**config.mk**
```make
export PLATFORM = sky130hd
export DESIGN_NAME = full_adder_cell_flat
export DESIGN_NICKNAME = d
export VERILOG_FILES = /design/src/rtl/full_adder_cell_if.sv /design/src/rtl/full_adder_cell.sv /design/src/flat_wrapper.sv
export SDC_FILE = /design/constraint.sdc
export NUM_CORES = 1
export LEC_CHECK = 0
export BUFFER_PORTS_ARGS = -buffer_cell sky130_fd_sc_hd__buf_2
export CAP_MARGIN = 0
export CORE_UTILIZATION = 40
export DETAILED_ROUTE_END_ITERATION = 10
export HOLD_SLACK_MARGIN = 0.03
export PLACE_DENSITY = 0.74
export SKIP_CTS_REPAIR_TIMING = 1
export SLEW_MARGIN = 20
export SYNTH_ARGS = -nofsm -noshare
export SYNTH_HDL_FRONTEND = slang
export SYNTH_SLANG_ARGS = --single-unit
export TNS_END_PERCENT = 30
```
**constraint.sdc**
```tcl
create_clock -name clk -period 4.8 [get_ports clk]
set_input_delay 0.72 -clock clk [delete_from_list [all_inputs] [get_ports clk]]
set_output_delay 0.72 -clock clk [all_outputs]
set_load 0.05 [all_outputs]
```
**src/rtl/full_adder_cell_if.sv**
```systemverilog
// rtl/full_adder_cell_if.sv - Signal bundle for one full adder cell.
//
// Purpose : groups the operand/qualifier inputs and the combinational and
//           registered results of a full_adder_cell so a cell can be passed
//           around as a single port.
// Modports:
//   master - drives a, b, cin, in_valid; observes every result signal
//   slave  - the adder cell itself; consumes the operands, drives results
// Signals :
//   a, b       addend bits
//   cin        carry in
//   in_valid   qualifies a/b/cin for capture into the registered outputs
//   sum, cout  combinational sum and carry out
//   gen, prop  carry generate (a&b) and propagate (a^b)
//   sum_q      registered sum
//   cout_q     registered carry out
//   out_valid  registered result valid
//   op_count   saturating count of accepted operations (CNT_W bits)

interface full_adder_cell_if #(
    parameter int CNT_W = 16
);
    logic             a;
    logic             b;
    logic             cin;
    logic             in_valid;
    logic             sum;
    logic             cout;
    logic             gen;
    logic             prop;
    logic             sum_q;
    logic             cout_q;
    logic             out_valid;
    logic [CNT_W-1:0] op_count;

    modport master (
        output a, b, cin, in_valid,
        input  sum, cout, gen, prop, sum_q, cout_q, out_valid, op_count
    );

    modport slave (
        input  a, b, cin, in_valid,
        output sum, cout, gen, prop, sum_q, cout_q, out_valid, op_count
    );
endinterface

```
**src/rtl/full_adder_cell.sv**
```systemverilog
// rtl/full_adder_cell.sv - Single-bit full adder with registered, counted result.
//
// Purpose : combinational sum/carry plus generate/propagate for ripple or
//           lookahead chains, and a one-cycle registered, valid-qualified
//           copy of the result with a saturating accepted-operation counter.
// Ports   :
//   clk   - rising-edge clock
//   rst   - asynchronous, active-high reset of the registered outputs only
//   bus   - full_adder_cell_if.slave (operands in, results out)
// Parameters:
//   CNT_W - width of op_count (>= 1); must match the interface's CNT_W

module full_adder_cell #(
    parameter int CNT_W = 16
) (
    input  logic                    clk,
    input  logic                    rst,
    full_adder_cell_if.slave        bus
);

    localparam logic [CNT_W-1:0] CNT_MAX = {CNT_W{1'b1}};
    localparam logic [CNT_W-1:0] CNT_ONE = CNT_W'(1);

    logic a_i;
    logic b_i;
    logic cin_i;
    logic in_valid_i;

    logic gen_c;
    logic prop_c;
    logic sum_c;
    logic cout_c;

    logic             sum_q;
    logic             sum_d;
    logic             cout_q;
    logic             cout_d;
    logic             valid_q;
    logic             valid_d;
    logic [CNT_W-1:0] cnt_q;
    logic [CNT_W-1:0] cnt_d;

    assign a_i        = bus.a;
    assign b_i        = bus.b;
    assign cin_i      = bus.cin;
    assign in_valid_i = bus.in_valid;

    // Carry is expressed through gen/prop so the lookahead outputs and the
    // ripple carry can never disagree.
    assign gen_c  = a_i & b_i;
    assign prop_c = a_i ^ b_i;
    assign sum_c  = prop_c ^ cin_i;
    assign cout_c = gen_c | (prop_c & cin_i);

    always_comb begin
        sum_d   = sum_q;
        cout_d  = cout_q;
        valid_d = 1'b0;
        cnt_d   = cnt_q;
        if (in_valid_i) begin
            sum_d   = sum_c;
            cout_d  = cout_c;
            valid_d = 1'b1;
            // Capture still happens at saturation; only the count stops.
            if (cnt_q != CNT_MAX) begin
                cnt_d = cnt_q + CNT_ONE;
            end
        end
    end

    always_ff @(posedge clk or posedge rst) begin
        if (rst) begin
            sum_q   <= 1'b0;
            cout_q  <= 1'b0;
            valid_q <= 1'b0;
            cnt_q   <= '0;
        end else begin
            sum_q   <= sum_d;
            cout_q  <= cout_d;
            valid_q <= valid_d;
            cnt_q   <= cnt_d;
        end
    end

    assign bus.sum       = sum_c;
    assign bus.cout      = cout_c;
    assign bus.gen       = gen_c;
    assign bus.prop      = prop_c;
    assign bus.sum_q     = sum_q;
    assign bus.cout_q    = cout_q;
    assign bus.out_valid = valid_q;
    assign bus.op_count  = cnt_q;

endmodule

```
**src/flat_wrapper.sv**
```systemverilog
// flat-port wrapper written by rule: the top's interface ports become plain ports
module full_adder_cell_flat 
#(
    parameter int CNT_W = 16
)
  (clk, rst, bus_a, bus_b, bus_cin, bus_in_valid, bus_sum, bus_cout, bus_gen, bus_prop, bus_sum_q, bus_cout_q, bus_out_valid, bus_op_count);
  full_adder_cell_if #(.CNT_W(CNT_W)) bus_i ();
  input  logic clk;
  input  logic rst;
  input wire logic [$bits(bus_i.a)-1:0] bus_a;
  input wire logic [$bits(bus_i.b)-1:0] bus_b;
  input wire logic [$bits(bus_i.cin)-1:0] bus_cin;
  input wire logic [$bits(bus_i.in_valid)-1:0] bus_in_valid;
  output wire logic [$bits(bus_i.sum)-1:0] bus_sum;
  output wire logic [$bits(bus_i.cout)-1:0] bus_cout;
  output wire logic [$bits(bus_i.gen)-1:0] bus_gen;
  output wire logic [$bits(bus_i.prop)-1:0] bus_prop;
  output wire logic [$bits(bus_i.sum_q)-1:0] bus_sum_q;
  output wire logic [$bits(bus_i.cout_q)-1:0] bus_cout_q;
  output wire logic [$bits(bus_i.out_valid)-1:0] bus_out_valid;
  output wire logic [$bits(bus_i.op_count)-1:0] bus_op_count;
  assign bus_i.a = bus_a;
  assign bus_i.b = bus_b;
  assign bus_i.cin = bus_cin;
  assign bus_i.in_valid = bus_in_valid;
  assign bus_sum = bus_i.sum;
  assign bus_cout = bus_i.cout;
  assign bus_gen = bus_i.gen;
  assign bus_prop = bus_i.prop;
  assign bus_sum_q = bus_i.sum_q;
  assign bus_cout_q = bus_i.cout_q;
  assign bus_out_valid = bus_i.out_valid;
  assign bus_op_count = bus_i.op_count;
  full_adder_cell #(.CNT_W(CNT_W)) u_core (.clk(clk), .rst(rst), .bus(bus_i));
endmodule
```
# ---- Word-level counts from Yosys, hierarchy flattened
# Index checks and enable logic that the tools add are counted.
dict set report classes {
  n_eq_ne 1
  mux 1
  reduce_logical 1
  add_sub_neg 1
  bitwise 5
}
# operator count
set op_table {}
lappend op_table {{adder 16 x 1 -> 16 bit, second input constant} 1}
lappend op_table {{!= test 16 bit, second input constant} 1}
lappend op_table {{bitwise AND 1 bit} 2}
lappend op_table {{AND reduction 2 bit} 1}
lappend op_table {{bitwise XOR 1 bit} 2}
lappend op_table {{two-way mux 1 bit} 1}
lappend op_table {{bitwise OR 1 bit} 1}
dict set report word_totals {
  ff_bits 19
  elab_cells 13
  inputBits 6
  out_inout_bits 23
}

# ---- Longest topological paths before layout
# Gate-level depths: netlist (run 1).
dict set report logic_depth {
  ltp_word 3
  depth_mapped 6
  ltp_nobuf 5
}

# ---- Worst setup path before layout (run 1)
# No wires, ideal clock.
dict set report synth_path {
  path_kind {input to output}
  start {input bus_cin}
  end {output bus_sum}
  path_slack_ps 2506
  arrival_ps 1574
  cell_stages 1
  path_buffers 0
  required_ps 4080
  cell_sequence {fa_1}
}
dict set report synth_via {
  elab_chain_len 1
}
# element line_no
set synth_lines {}
lappend synth_lines {{from (decl)} flat_wrapper.sv:12} ;# input wire logic [$bits(bus_i.cin)-1:0] bus_cin;
lappend synth_lines {{bitwise XOR 1 bit} full_adder_cell.sv:52} ;# assign sum_c = prop_c ^ cin_i;
lappend synth_lines {{to (decl)} flat_wrapper.sv:14} ;# output wire logic [$bits(bus_i.sum)-1:0] bus_sum;
# No other way between the ends.

# ---- Final worst setup path (run 1)
# Same ends and word-level chain as after synthesis.

==> impl_metrics.toml, run 1 <==
[clock_network]
clock_latency_ps = 290
cts_buffers = 3
cts_tree = "built"
cts_root_buf = "clkbuf_4"
clock_sinks = 19
cts.clk_slew.worst_paths_ps = 110
clock_path_buffers = 2
htree_levels = 1

[logic_synthesis]
synth_top_family_by_area = "simple AND/OR/NAND/NOR gates"
postSynth.asyncResetShare_pct = 100.0
ys_seq_elements = 19
synthFlopType = "dfrtp_1"
syn-num-nets = 90
synth_compound_area_share_pct = 11.57
avgSynthCellArea_um2 = 11.62
synthDistinctLibCells = 27
synth_edf_count = 0
yosysWarnings = 0
synth_fa_ha_area_share_pct = 4.787
postSynthCellCount = 81
synthMuxAreaShare_pct = 3.590
synth-seq-area-share_pct = 50.53
synthesis.area_um2 = 940.9
synth_xor_area_share_pct = 8.378
yosys.area_share.simple_pct = 17.42

[global_routing]
track_usage_pct = 16.08
grt_max_degree = 20
grt-ovfl-total = 0
grt_pass1_wl_um = 3001
grt_pass1_vias = 671
antenna_found_initial = 0

[floorplanning]
die_area_um2 = 2550
core_area_um2 = 2212
die_height_um = 50.50
rows = 17
ioPinCount = 29
die_w_um = 50.50
initial_core_util_pct = 42.53

[hold_path]
hold_path.class = "in2async"

[timing]
relSlewSlack_pct = 53.37
finalCritPeriodShare_pct = 48.91
finalMaxSlewViolations = 0
setup_ws_ps = 2452
fin_crit_ps = 2348
hold_violations = 0
fmax_ghz = 0.4260
finalSetupTns_ps = 0
finalClockSkew_ps = 1.643
setup_viol = 0
worst_pin_slew_ps = 698.8
rsz0062_at_grt = "false"

[power_and_ir_drop]
power.net_switching_uw = 262.9
ir_worst_vdd_v = 0.0003969
clockPowerShare_pct = 14.7
p_leak_nw = 0.5358
switching_share_pct = 48.36
internal_power_uw = 280.8
total_power_uw = 543.7
power_density_nw_per_um2 = 482.3
pwr-share-seq_pct = 43.1
comb_power_share_pct = 42.2

[run_status]
outcome = "finished clean"

[setup_path]
critPathRequiredTime_ps = 4080
slowest_delay_ps = 540
crit_type = "in2out"
critPathBufInv = 2
setup.worst_path.start_class = "input pin"
path_max_fanout = 2
arrival_ps = 1630
path_cells = "buf_2 > fa_1 > buf_2"
cp_common_cell = "buf_2"
cp_top_family = "adder cells"
end_kind = "output pin"
critical-path-slowest-cell = "fa_1"

[place]
dp_hpwl_um = 1315
pre_cts_ws_ps = 2449
port_buffers = 28
gp_congestion = 0.7600
placedCellCount = 135

[final_layout]
drive_gt1_share_pct = 35.14
nets = 121
layout_common_cells = "buf_2 (28), dfrtp_1 (19), xnor2_1 (8)"
mostFrequentLayoutCell = "buf_2"
area_growth_pct = 19.81
n_antenna_cell = 0
finalNonFillerCells = 139

[routing]
firstDrtPassIters = 4
drc_errors = 0
via_count = 745
drt_iter0_drc = 11
ant_nets = 0
via_per_inst = 5.360
routed_wl_um = 1761
drt-wirelength-per-cell_um = 12.67

[flow_run]
cap_violations = 0
Yosys cell counts (2+ instances only):
cell type / n / area [um^2]
a21oi_1: 5 / 25.02
a31oi_1: 3 / 18.77
and3_1: 3 / 18.77
and4_1: 2 / 17.52
dfrtp_1: 19 / 475.5
ha_1: 2 / 25.02
inv_1: 5 / 18.77
mux2_2: 2 / 22.52
nand2_1: 5 / 18.77
nand3_1: 4 / 20.02
nand4_1: 7 / 43.79
nor2_1: 2 / 7.510
xnor2_1: 8 / 70.07
per-stage QoR:
step                cell area, um^2  util, %  hold slack, ps
floorplan                     940.9        -           671.1
finish                         1127    50.96           513.5
global placement               1100    49.72           490.8
global route                   1127    50.96           542.5
CTS                            1127    50.96           520.3
detailed placement             1100    49.72           494.3
kinds of logic after synthesis:
family / Yosys count
AO/OA/AOI/OAI: 13
flip-flops: 19
AND/OR/NAND/NOR: 27
adder cells (fa/ha/maj): 3
multiplexers: 3
XOR/XNOR: 9
buffers and inverters: 7
layout make-up:
class | instances | area, um^2
clock buffers | 3 | 22.52
flip-flops and latches | 19 | 475.5
inverters | 5 | 18.77
clock inverters | 1 | 5.005
multi-input cells | 55 | 430.4
well taps | 28 | 35.03
repair buffers | 28 | 140.1
fillers | 220 | 1085
per-layer routing:
| layer | GRT usage, % | share of wire, % | vias up |
|---|---|---|---|
| met2 | 24.22 | 48 | 20 |
| met3 | 3.333 | 4.6 | 4 |
| met5 | 0 | 0 | - |
| met4 | 10.65 | 2.3 | 0 |
| li1 | - | - | 357 |
| met1 | 20.70 | 45 | 364 |
worst paths after layout:
| check | endpoint | cells after the start | from | slack (ps) |
|---|---|---|---|---|
| worst max-delay path | bus_sum | 3 | bus_cin | 2450 |
| worst min-delay path | u_core.bus.sum_q | 2 | rst | 510 |
| worst max register to register | u_core.bus.op_count[1] | 4 | u_core.bus.op_count[0] | 2950 |
| worst min register to register | u_core.bus.cout_q | 1 | u_core.bus.cout_q | 520 |
| max in group asynchronous | u_core.bus.op_count[8] | 2 | rst | 3850 |
| min in group clk | u_core.bus.cout_q | 1 | u_core.bus.cout_q | 520 |
power groups by stage:
stage	sequential (mW)	clock, mW	combinational [mW]
4_1_cts	0.235	0.0812	0.232
3_5_place_dp	0.238	0	0.232
5_1_grt	0.242	0.0921	0.242
3_3_place_gp	0.236	0	0.228
2_1_floorplan	0.342	0	0.0758
6_report	0.234	0.0797	0.230
flip-flops by register name, indices dropped and copies added (netlist names):
name / flops
u_core.bus.out_valid: 1
u_core.bus.sum_q: 1
u_core.bus.op_count: 16
u_core.bus.cout_q: 1
Note: power is estimated with default switching activity, not from simulation.
==> inputs of run 2 (changes only) <==
- ABC_AREA: default -> 1
- PLACE_DENSITY: 0.74 -> 0.72
- clock period: 4.8 -> 2.2 ns (I/O delays scaled with it)
==> impl_metrics.toml, run 2 <==
[power_and_ir_drop]
ir_worst_vdd_v = 0.0006460
p_leak_nw = 0.7748
power_density_nw_per_um2 = 795.3

[global_routing]
grt_pass1_vias = 1043
grt_max_degree = 20
antenna_found_initial = 0
grt_pass1_wl_um = 4347
track_usage_pct = 16.77
grt-ovfl-total = 0

[timing]
finalSetupTns_ps = 0
finalCritPeriodShare_pct = 77.01
finalMaxSlewViolations = 0
finalClockSkew_ps = 3.483
setup_viol = 0
hold_violations = 0
fmax_ghz = 0.5902
fin_crit_ps = 1694
relSlewSlack_pct = 53.18
worst_pin_slew_ps = 701.5
rsz0062_at_grt = "false"

[clock_network]
htree_levels = 1
clock_path_buffers = 2
cts_buffers = 3
cts_root_buf = "clkbuf_4"
cts.clk_slew.worst_paths_ps = 120
cts_tree = "built"
clock_sinks = 19
clock_latency_ps = 300

[routing]
firstDrtPassIters = 7
via_count = 1102
ant_nets = 0
drt_iter0_drc = 29
drc_errors = 2
via_per_inst = 4.898
drt-wirelength-per-cell_um = 10.66
routed_wl_um = 2398

[final_layout]
seq_area_um2 = 475.5
area_growth_pct = 16.25
layout_common_cells = "nand2_1 (65), buf_2 (28), inv_1 (21)"
mostFrequentLayoutCell = "nand2_1"
design_area_um2 = 1396
nets = 204
largest_register_ffs = 16
multi_input_area_um2 = 635.6
drive_gt1_share_pct = 25.77
n_antenna_cell = 0
nFillCells = 292

[setup_path]
path_max_fanout = 11
critPathRequiredTime_ps = 2440
setup.worst_path.start_class = "flip-flop"
crit_type = "reg2reg"
path_cells = "ha_1 > inv_1 > nor2_4 > nand2_4 > nor2_4 > nor2_2 > nand2_1 > o21ai_2"
cp_common_cell = "nor2_4"
slowest_delay_ps = 440
critical-path-slowest-cell = "dfrtp_1"
end_kind = "flip-flop"
rr_startpoint = "u_core.bus.op_count[0]"
arrival_ps = 1930
cp-startpoint = "u_core.bus.op_count[0]"

[logic_synthesis]
yosysMostFrequentCell = "nand2_1"
avgSynthCellArea_um2 = 7.369
synthDistinctLibCells = 21
ys_seq_elements = 19
synthFlopType = "dfrtp_1"
synth_edf_count = 0
synth_common_cells = "nand2_1 (65), inv_1 (21), dfrtp_1 (19)"
postSynthCellCount = 163
yosys.area.top_type_share_pct = 39.58
syn-num-nets = 172
postSynth.asyncResetShare_pct = 100.0
yosys-top-cells-area = "dfrtp_1 (40%), nand2_1 (20%), inv_1 (6.6%)"
synth_area_leader_cell = "dfrtp_1"
yosysWarnings = 0
synth-seq-area-share_pct = 39.58
synthesis.area_um2 = 1201

[floorplanning]
initial_core_util_pct = 42.82
die_area_um2 = 3226
core_area_um2 = 2805
rows = 19
die_height_um = 56.80
ioPinCount = 29
die_w_um = 56.80

[flow_run]
cap_violations = 0

[run_status]
violations = "design-rule violations"
outcome = "finished, violations left"

[hold_path]
hold_path.class = "in2async"

[place]
gp_congestion = 0.7982
place_area_um2 = 1369
port_buffers = 28
dp_hpwl_um = 1900
run 2: cell types whose count changed after synthesis, sizes merged, moves of 3 or more:
cell,delta
nand3,+3
and4,-3
o21ai,+6
a21oi,-5
nor2,+17
mux2,-3
and3,-3
a31oi,-3
xnor2,-6
nand2,+68
inv,+16
run 2: metal layers:
layer	wire [um]	share of wire, %	global-route usage (%)	up-vias
li1	-	-	-	572
met1	1150	48	23.41	502
met2	1134	47	27.72	28
met3	113	4.7	2.995	0
met4	0	0	2.439	0
met5	0	0	0	-
run 2: metrics by stage:
stage	setup WS [ps]	total power [mW]	hold WS [ps]	utilization (%)	std cells
6_report	505.8	1.110	121.7	49.78	225
5_1_grt	359.0	1.188	175.1	49.78	225
4_1_cts	514.5	1.126	148.9	49.78	225
3_5_place_dp	539.7	0.9400	456.3	48.80	221
3_3_place_gp	590.3	0.9375	456.6	48.80	221
2_1_floorplan	400.2	0.8384	281.1	-	163
run 2: area by class of cell:
type	count	share of cell area, %
multi-input cells	122	45.52
flip-flops and latches	19	34.05
repair buffers	28	10.04
inverters	21	5.645
well taps	31	2.778
clock buffers	3	1.613
clock inverters	1	0.3584
run 2: worst max-delay path: cells and delay by family (launching register included):
| kind | cells | cell delay [ps] |
|---|---|---|
| DFF | 1 | 440 |
| adders and majority gates | 1 | 270 |
| and+or+nand+nor | 5 | 720 |
| AOI/OAI and AO/OA | 1 | 70 |
| buffers and inverters | 1 | 110 |
run 2: final timing paths:
check                                                to  slack, ps  cells past startpoint
worst max-delay path            u_core.bus.op_count[11]        510                      8
worst max register to register  u_core.bus.op_count[11]        510                      8
max in group asynchronous       u_core.bus.op_count[14]       1640                      2
worst min-delay path             u_core.bus.op_count[0]        120                      2
worst min register to register        u_core.bus.cout_q        480                      2
min in group clk                   u_core.bus.out_valid        230                      1
run 2: report_power, final:
group	internal, mW	leakage (nW)	switching, mW
Combinational	0.111	0.517	0.343
Sequential	0.402	0.240	0.0746
Clock	0.0676	0.0177	0.113
Total	0.580	0.775	0.530
run 2: cell families after synthesis:
logic type / synth area share, %
and+or+nand+nor: 42.50
buffers and inverters: 7.500
DFF: 39.58
AOI/OAI and AO/OA: 4.479
xor gates and xnor gates: 2.188
adders and majority gates: 3.750
